<file path="src/rtl/lcd12864_rx.sv">
// LCD12864-style bus receiver: decodes host instruction/data transfers into a local 64-byte DDRAM
// with address counter, display/entry flags, timed Clear fill and busy-flag/data readback.
module lcd12864_rx #(
    parameter logic [7:0]  FILL_CHAR  = 8'h20,
    parameter int unsigned CLR_CYCLES = 64
) (
    input  logic       clk,
    input  logic       rst,
    input  logic       en,
    input  logic       rs,
    input  logic       rw,
    input  logic [7:0] dat,
    output logic [7:0] dat_out,
    output logic       dat_oe,
    input  logic [5:0] rd_addr,
    output logic [7:0] rd_data,
    output logic       disp_on,
    output logic       entry_inc,
    output logic       busy,
    output logic       cmd_stb,
    output logic       data_stb,
    output logic       unsup,
    output logic [7:0] drop_cnt
);

    typedef enum logic [1:0] {StIdle, StDecode, StClear} state_e;

    state_e      state_q, state_d;
    logic        en_s1_q, en_s2_q, en_s3_q;
    logic        rs_q, rs_d, rw_q, rw_d;
    logic [7:0]  dat_q, dat_d;
    logic [5:0]  ac_q, ac_d;
    logic        disp_on_q, disp_on_d, entry_inc_q, entry_inc_d, busy_q, busy_d;
    logic        cmd_stb_q, cmd_stb_d, data_stb_q, data_stb_d, unsup_q, unsup_d;
    logic [7:0]  drop_cnt_q, drop_cnt_d;
    logic [15:0] clr_cnt_q, clr_cnt_d;
    logic [1:0]  hold_q, hold_d;
    logic [7:0]  dat_out_q, dat_out_d;
    logic        dat_oe_q, dat_oe_d;
    logic [7:0]  rd_data_q;

    logic [7:0]  ddram [64];
    logic        mem_we;
    logic [5:0]  mem_waddr;
    logic [7:0]  mem_wdata;
    logic        en_fall;
    logic [5:0]  ac_step;

    always_comb begin
        state_d     = state_q;
        rs_d        = rs_q;
        rw_d        = rw_q;
        dat_d       = dat_q;
        ac_d        = ac_q;
        disp_on_d   = disp_on_q;
        entry_inc_d = entry_inc_q;
        busy_d      = busy_q;
        cmd_stb_d   = 1'b0;
        data_stb_d  = 1'b0;
        unsup_d     = 1'b0;
        drop_cnt_d  = drop_cnt_q;
        clr_cnt_d   = clr_cnt_q;
        mem_we      = 1'b0;
        mem_waddr   = ac_q;
        mem_wdata   = dat_q;

        // Falls in the first cycles after reset are suppressed by the holdoff counter.
        en_fall = en_s3_q & ~en_s2_q & (hold_q == 2'd0);
        hold_d  = (hold_q != 2'd0) ? hold_q - 2'd1 : 2'd0;
        ac_step = entry_inc_q ? ac_q + 6'd1 : ac_q - 6'd1;

        if (en_s2_q) begin
            rs_d  = rs;
            rw_d  = rw;
            dat_d = dat;
        end

        dat_oe_d  = en_s2_q & rw;
        dat_out_d = 8'h00;
        if (dat_oe_d) begin
            dat_out_d = rs ? ddram[ac_q] : {busy_q, 1'b0, ac_q};
        end

        unique case (state_q)
            StIdle: begin
                if (en_fall) begin
                    state_d = StDecode;
                end
            end
            StDecode: begin
                state_d = StIdle;
                if (!rw_q && rs_q) begin
                    mem_we     = 1'b1;
                    ac_d       = ac_step;
                    data_stb_d = 1'b1;
                end else if (!rw_q) begin
                    cmd_stb_d = 1'b1;
                    if (dat_q == 8'h01) begin
                        ac_d      = 6'd0;
                        busy_d    = 1'b1;
                        clr_cnt_d = 16'd0;
                        state_d   = StClear;
                    end else if (dat_q[7:1] == 7'b0000001) begin
                        ac_d = 6'd0;
                    end else if (dat_q[7:2] == 6'b000001) begin
                        entry_inc_d = dat_q[1];
                    end else if (dat_q[7:3] == 5'b00001) begin
                        disp_on_d = dat_q[2];
                    end else if (dat_q[7:4] == 4'b0011) begin
                        cmd_stb_d = 1'b1;
                    end else if (dat_q[7:5] == 3'b100) begin
                        // Row bits are swapped relative to the instruction encoding.
                        ac_d = {dat_q[3], dat_q[4], dat_q[2:0], 1'b0};
                    end else begin
                        cmd_stb_d = 1'b0;
                        unsup_d   = 1'b1;
                    end
                end else if (rs_q) begin
                    ac_d = ac_step;
                end
            end
            StClear: begin
                if (clr_cnt_q < 16'd64) begin
                    mem_we    = 1'b1;
                    mem_waddr = clr_cnt_q[5:0];
                    mem_wdata = FILL_CHAR;
                end
                clr_cnt_d = clr_cnt_q + 16'd1;
                if (clr_cnt_q == 16'(CLR_CYCLES - 1)) begin
                    busy_d  = 1'b0;
                    state_d = StIdle;
                end
                if (en_fall && !rw_q && drop_cnt_q != 8'hFF) begin
                    drop_cnt_d = drop_cnt_q + 8'd1;
                end
            end
            default: state_d = StIdle;
        endcase
    end

    always_ff @(posedge clk) begin
        if (rst) begin
            state_q     <= StIdle;
            en_s1_q     <= 1'b0;
            en_s2_q     <= 1'b0;
            en_s3_q     <= 1'b0;
            rs_q        <= 1'b0;
            rw_q        <= 1'b0;
            dat_q       <= 8'h00;
            ac_q        <= 6'd0;
            disp_on_q   <= 1'b0;
            entry_inc_q <= 1'b1;
            busy_q      <= 1'b0;
            cmd_stb_q   <= 1'b0;
            data_stb_q  <= 1'b0;
            unsup_q     <= 1'b0;
            drop_cnt_q  <= 8'h00;
            clr_cnt_q   <= 16'd0;
            hold_q      <= 2'd3;
            dat_out_q   <= 8'h00;
            dat_oe_q    <= 1'b0;
        end else begin
            state_q     <= state_d;
            en_s1_q     <= en;
            en_s2_q     <= en_s1_q;
            en_s3_q     <= en_s2_q;
            rs_q        <= rs_d;
            rw_q        <= rw_d;
            dat_q       <= dat_d;
            ac_q        <= ac_d;
            disp_on_q   <= disp_on_d;
            entry_inc_q <= entry_inc_d;
            busy_q      <= busy_d;
            cmd_stb_q   <= cmd_stb_d;
            data_stb_q  <= data_stb_d;
            unsup_q     <= unsup_d;
            drop_cnt_q  <= drop_cnt_d;
            clr_cnt_q   <= clr_cnt_d;
            hold_q      <= hold_d;
            dat_out_q   <= dat_out_d;
            dat_oe_q    <= dat_oe_d;
        end
    end

    // DDRAM survives reset; the local read port sees pre-write contents.
    always_ff @(posedge clk) begin
        if (mem_we) begin
            ddram[mem_waddr] <= mem_wdata;
        end
        rd_data_q <= ddram[rd_addr];
    end

    assign dat_out   = dat_out_q;
    assign dat_oe    = dat_oe_q;
    assign rd_data   = rd_data_q;
    assign disp_on   = disp_on_q;
    assign entry_inc = entry_inc_q;
    assign busy      = busy_q;
    assign cmd_stb   = cmd_stb_q;
    assign data_stb  = data_stb_q;
    assign unsup     = unsup_q;
    assign drop_cnt  = drop_cnt_q;

endmodule

</file>
<file path="config.mk">
export PLATFORM = sky130hd
export DESIGN_NAME = lcd12864_rx
export DESIGN_NICKNAME = d
export VERILOG_FILES = /design/src/rtl/lcd12864_rx.sv
export SDC_FILE = /design/constraint.sdc
export NUM_CORES = 1
export LEC_CHECK = 0
export BUFFER_PORTS_ARGS = -buffer_cell sky130_fd_sc_hd__buf_2
export CORE_ASPECT_RATIO = 1.4
export CORE_UTILIZATION = 30
export CTS_CLUSTER_SIZE = 24
export DETAILED_ROUTE_END_ITERATION = 10
export PLACE_DENSITY = 0.48
export SYNTH_ARGS = -nofsm -noshare
export SYNTH_HDL_FRONTEND = slang
export SYNTH_SLANG_ARGS = --single-unit
</file>
<file path="constraint.sdc">
create_clock -name clk -period 2.9 [get_ports clk]
set_input_delay 0.58 -clock clk [delete_from_list [all_inputs] [get_ports clk]]
set_output_delay 0.58 -clock clk [all_outputs]
set_load 0.02 [all_outputs]
</file>
=== Word level (Yosys, flattened, before mapping) ===
Memories as Yosys holds them, arrays and structs flattened. A register that Yosys moved wholly into a read port is not among the register bits.
Cells that the tools add are included.

* RAM bits: 512
* Output and inout port bits: 31
* Register bits: 62
* Memories kept: 1
* Input port bits: 19
* Word-level logic and storage cells: 124

* $add $sub $neg: 5
* Eq/ne operators: 19
* Mux-type cells: 45
* Bitwise operators: 12
* Reduce and logical (&&, ||, !) cells: 21
* Magnitude comparators: 1

{| class="wikitable"
|+ Memories
! name !! words !! bits a word !! read ports !! clocked after Yosys merged registers in !! write ports !! RTL line !! text
|-
| ddram || 64 || 8 || 2 || 2 || 1 || 42 || <nowiki>logic [7:0] ddram [64];</nowiki>
|}

{| class="wikitable"
|+ Operators by type and width
! operator !! count
|-
| 6-bit 2-to-1 mux || 14
|-
| 16-bit 2-to-1 mux || 3
|-
| 16-bit case mux with 2 select lines || 1
|-
| 8-bit 2-to-1 mux || 3
|-
| 16-bit by 1-bit adder with 16-bit output, second input constant || 1
|-
| 16-bit by 6-bit == test with 1-bit output, second input constant || 1
|-
| 16-bit by 7-bit < comparator with 1-bit output, second input constant || 1
|-
| 1-bit 2-to-1 mux || 15
|-
| 5-bit != test, second input constant || 3
|-
| 2-bit 2-to-1 mux || 6
|-
| 6-bit AND reduction || 2
|-
| 2-bit != test, second input constant || 5
|-
| 1-bit inverter || 9
|-
| 9-bit OR reduction || 1
|-
| 8-bit by 1-bit adder with 8-bit output, second input constant || 1
|-
| 8-bit by 1-bit == test with 1-bit output, second input constant || 1
|-
| 8-bit != test, second input constant || 1
|-
| 7-bit by 1-bit == test with 1-bit output, second input constant || 1
|-
| 7-bit AND reduction || 1
|-
| 6-bit by 1-bit adder with 6-bit output, second input constant || 1
|-
| 6-bit by 1-bit == test with 1-bit output, second input constant || 1
|-
| 2-bit case mux with 3 select lines || 1
|-
| 6-bit by 1-bit subtractor with 6-bit output, second input constant || 1
|-
| 5-bit by 1-bit == test with 1-bit output, second input constant || 1
|-
| other kinds (19) || 28
|}

=== Depth between registers and ports, before layout ===
* Depth after elaboration: 11
* Gate-level depth with buffers: 10
* Mapped depth without buffers: 7

=== Worst setup path before layout ===
OpenSTA, ideal clock, no wires.

* Kind: reg2reg
* Start point: reg clr_cnt_q[11]
* End point: mem ddram[0][5] (data pin)
* Buffers on the path: 2
* Data required time: 2.523 ns
* Stages on the path, launching flop included: 6
* Setup slack: 0.478 ns
* Arrival time: 2.045 ns
* Library setup time: 0.377 ns
* Clock period less this slack: 2.422 ns
* Cell sequence: dfxtp_1 > nor4_1 > nand4_1 > buf_6 > buf_6 > nand2b_1

* Longest elaborated chain between the ends: 3

{| class="wikitable"
|+ RTL lines
! what !! RTL line !! text
|-
| from (decl) || 36 || <nowiki>logic [15:0] clr_cnt_q, clr_cnt_d;</nowiki>
|-
| from (signal assigned) || 178 || <nowiki>clr_cnt_q <= clr_cnt_d;</nowiki>
|-
| 16-bit by 7-bit < comparator with 1-bit output || 123 || <nowiki>if (clr_cnt_q < 16'd64) begin</nowiki>
|-
| 8-bit 2-to-1 mux || 123 ||
|-
| 8-bit 2-to-1 mux || 84 || <nowiki>unique case (state_q)</nowiki>
|-
| via mem_wdata[5] || 45 || <nowiki>logic [7:0] mem_wdata;</nowiki>
|-
| to (decl) || 42 ||
|}

The timed path passes the listed nets, and every way through them passes these cells.

=== Final worst setup path ===
* Start point: reg clr_cnt_q[11]
* End point: mem ddram[19][2], enable pin

* Longest elaborated chain between the ends: 5
* Elaborated cells between the ends (all ways): 7
* Those cells by class: order compare (1); mux (6)

{| class="wikitable"
|+ RTL lines
! what !! RTL line !! text
|-
| 16-bit by 7-bit < comparator with 1-bit output * || 123 ||
|-
| 1-bit 2-to-1 mux || 123 ||
|-
| 1-bit case mux with 2 select lines || 84 ||
|-
| 1-bit 2-to-1 mux || 187 || <nowiki>if (mem_we) begin</nowiki>
|-
| 1-bit 2-to-1 mux (not written as such) || 188 || <nowiki>ddram[mem_waddr] <= mem_wdata;</nowiki>
|}

Mark *: on every way between the ends. The rest lies on a longest branch, timed or not.

==> impl_metrics.csv <==
group,metric,value,unit
floorplan,ios,50,
clocking,clockBufferDepth,3,
routing,final_antenna_net_count,0,
synthesis,synth_ff_type,"edfxtp_1",
routing,drcViolationCount,0,
cells_and_area,utilization,0.353,
floorplan,fp.dieH,360,microns
global_routing,grt_pass1_wl,131,mm
timing,hold_viol,0,
timing,slew_viol_final,0,
synthesis,syn_area_per_cell,17.0,sq um
timing,setup_viol,0,
setup_path,endpoint_kind,"flip-flop",
synthesis,synth_top_family_by_area,"multiplexers",
global_routing,antenna_found_initial,5,
timing,worst_slew_margin_rel,0.128,
placed_design,place.port_buffers,49,
setup_path,critPathRequiredTime,3220,ps
power_and_ir_drop,leakagePower,0.0106,uW
synthesis,synth_compound_area_frac,0.0493,
synthesis,yosys.area_share.simple,0.0638,
cells_and_area,diodes,0,
placed_design,hpwlAfterDp,65.5,mm
setup_path,critPathLaunchType,"flip-flop",
setup_path,r2r_slack,110,ps
routing,dr.pass1.iters,5,
synthesis,synth_fa_ha_area_frac,0.00483,
clocking,insertion_delay,640,ps
routing,vias,16400,
floorplan,die_w,258,microns
job,max-cap-violations,0,
timing,hold_ws,171,ps
clocking,cts_sinks,588,
synthesis,synth_mux_area_frac,0.239,
cells_and_area,fin_nets,1827,
setup_path,critPathMaxStageDelay,490,ps
hold_path,hold_path_depth,2,
synthesis,synth_area_leaders,"edfxtp_1 (56%), mux4_2 (19%), dfxtp_1 (5.5%), mux2i_1 (2.8%), mux2_2 (2.1%)",
cells_and_area,final_area,32100,sq um
synthesis,ys_ff_latch,588,
setup_path,r2r-start,"clr_cnt_q[11]",
setup_path,critPathBufInv,2,
routing,via_per_inst,5.40,
power_and_ir_drop,power_density,542,nW/um^2
synthesis,yosysMostFrequentCell,"edfxtp_1",
synthesis,synth_top_area_cell,"edfxtp_1",
hold_path,min_to,"en_s1_q",
floorplan,die_area,92900,sq um
setup_path,critical_path.max_fanout,21,
cells_and_area,syn_to_final_growth,16.9,%
setup_path,critical_path.top_delay_family,"simple AND/OR/NAND/NOR gates",
synthesis,synthXorXnorAreaFrac,0.00733,
synthesis,synth_area,27500,sq um
synthesis,netlist_instances,1614,
clocking,ctsHtreeMaxLevel,2,
setup_path,worstPathArrival,3110,ps
placed_design,place.gp.congestion,0.922,
setup_path,timing.rr.end,"ddram[19][2]",
synthesis,netlist_top_cells_count,"edfxtp_1 (512), mux4_2 (227), nor2_1 (121)",
setup_path,path_cells,"nor4_1 > nand4_1 > buf_12 > mux2i_2 > nand2_1 > nor2_1 > buf_4",
cells_and_area,drive_gt1_frac,0.348,
routing,totalWireLength,92.4,mm
timing,grt_setup_unrepaired,"false",
routing,routedWlPerCell,30.4,microns
synthesis,synth_nets,1643,
timing,fin_crit_sh,0.962,
setup_path,crit_type,"reg -> reg",
global_routing,grt-ovfl-total,0,
floorplan,rows,131,
clocking,ctsRootBufferMaster,"clkbuf_16",
power_and_ir_drop,ir_drop,0.000502,V
timing,worst_slew_pin_slew,1310,ps
timing,max_freq,0.358,GHz
placed_design,placed_cell_area,30300,sq um
global_routing,grt_usage,0.199,
global_routing,grt_max_degree,65,
timing,fin_crit,2790,ps
synthesis,synth-edff-count,512,
global_routing,first_global_vias,17200,
floorplan,core,91000,sq um
setup_path,rr_worst_depth,7,
power_and_ir_drop,power.total,17400,uW
clocking,hold_buffers,0,
timing,skew,22.3,ps
clocking,path_clk_slew,60,ps
setup_path,cp_slowest_cell,"mux2i_2",
run_status,status,"finished clean",
hold_path,worstHoldStart,"en",
synthesis,synth_cell_types,69,
clocking,cts_buffers,53,
routing,drt_first_iter_violations,1307,
floorplan,start_util,0.302,
hold_path,hold_path_class,"in -> reg",
synthesis,synth_top_area_frac,0.559,
synthesis,synth_seq_area_share,0.615,
synthesis,yosys_warnings,0,
synthesis,async_flop_share,0,
clocking,cts_tree,"yes",
==> per-stage QoR <==
step	setup WS (ps)	cells	setup TNS, ps
detailed placement	-157	2940	-631
finish	110	3040	0
CTS	54.8	3040	0
floorplan	478	1614	0
global placement	-131	2940	-10630
global route	14.6	3040	0
==> worst max path at each step <==
stage,startpoint,to,cells after the start
after CTS,clr_cnt_q[11],ddram[44][6],7
after global routing,clr_cnt_q[11],ddram[19][3],7
final,clr_cnt_q[11],ddram[19][2],7
after global placement,flip-flop,dat_out[7],7
after floorplan,clr_cnt_q[11],ddram[0][5],5
after detailed placement,flip-flop,dat_out[7],7
==> cells in the final DEF (no fill, tap or decap), types with 10 or more instances in the layout <==
cell type | netlist | routed
nor3_1 | 20 | 19
and4_1 | 10 | 10
a21oi_1 | 25 | 25
nand2_1 | 53 | 53
xnor2_1 | 17 | 17
buf_12 | 0 | 17
nor2b_1 | 24 | 24
dfxtp_1 | 76 | 73
edfxtp_1 | 512 | 512
nor2_1 | 121 | 121
clkbuf_16 | 0 | 55
mux2i_1 | 78 | 76
o21ai_0 | 20 | 20
nor4_1 | 11 | 11
mux4_2 | 227 | 227
inv_1 | 11 | 11
mux2_2 | 52 | 52
a22oi_1 | 55 | 55
a211oi_1 | 14 | 13
nand2b_1 | 11 | 10
buf_4 | 11 | 167
buf_2 | 31 | 47
a22o_1 | 13 | 13
o22ai_1 | 23 | 23
nand3_1 | 10 | 10
==> flip-flops by register name (all words and copies together), names as in the netlist, 2 cells and up, named ones only <==
register and cells:
ddram 512, clr_cnt_q 16, dat_out 8, ac_q 6, hold_q 2, drop_cnt 8
rd_data 8, state_q 2, dat_q 8
==> layout make-up <==
cell class | count | area (sq um)
clock buffer | 66 | 1440
sequential | 588 | 16900
fill | 8595 | 58800
tap | 1197 | 1500
inverter | 11 | 41.3
multi-input combinational | 911 | 10000
timing repair buffer | 233 | 1860
clock inverter | 34 | 359
==> report_power, final <==
| part | switching [uW] | total [uW] | internal, uW |
|---|---|---|---|
| sequential | 34.8 | 9190 | 9160 |
| clock | 3360 | 7450 | 4090 |
| combinational | 464 | 775 | 311 |
| total | 3860 | 17400 | 13600 |
==> cells by family after synthesis <==
kind of cell,Yosys count
compound gates,189
xor+xnor,23
fa+ha+maj,10
buf+inv,115
flops,588
mux,361
simple gates,328
==> routing by layer <==
layer | part of all wire | global-route usage | wire length (microns)
met5 | 0.00028 | 0 | 26
met4 | 0.054 | 0.101 | 5020
met3 | 0.049 | 0.0263 | 4530
met2 | 0.52 | 0.351 | 47800
met1 | 0.38 | 0.235 | 35100
==> timing repair <==
| action | CTS | global route |
|---|---|---|
| pin swaps | 0 | 0 |
| gates resized for setup | 2 | 1 |
| buffers inserted | 0 | 0 |
| setup endpoints to repair | 64 | 95 |
| cloned | 0 | 0 |
(Power assumes the default switching activity.)
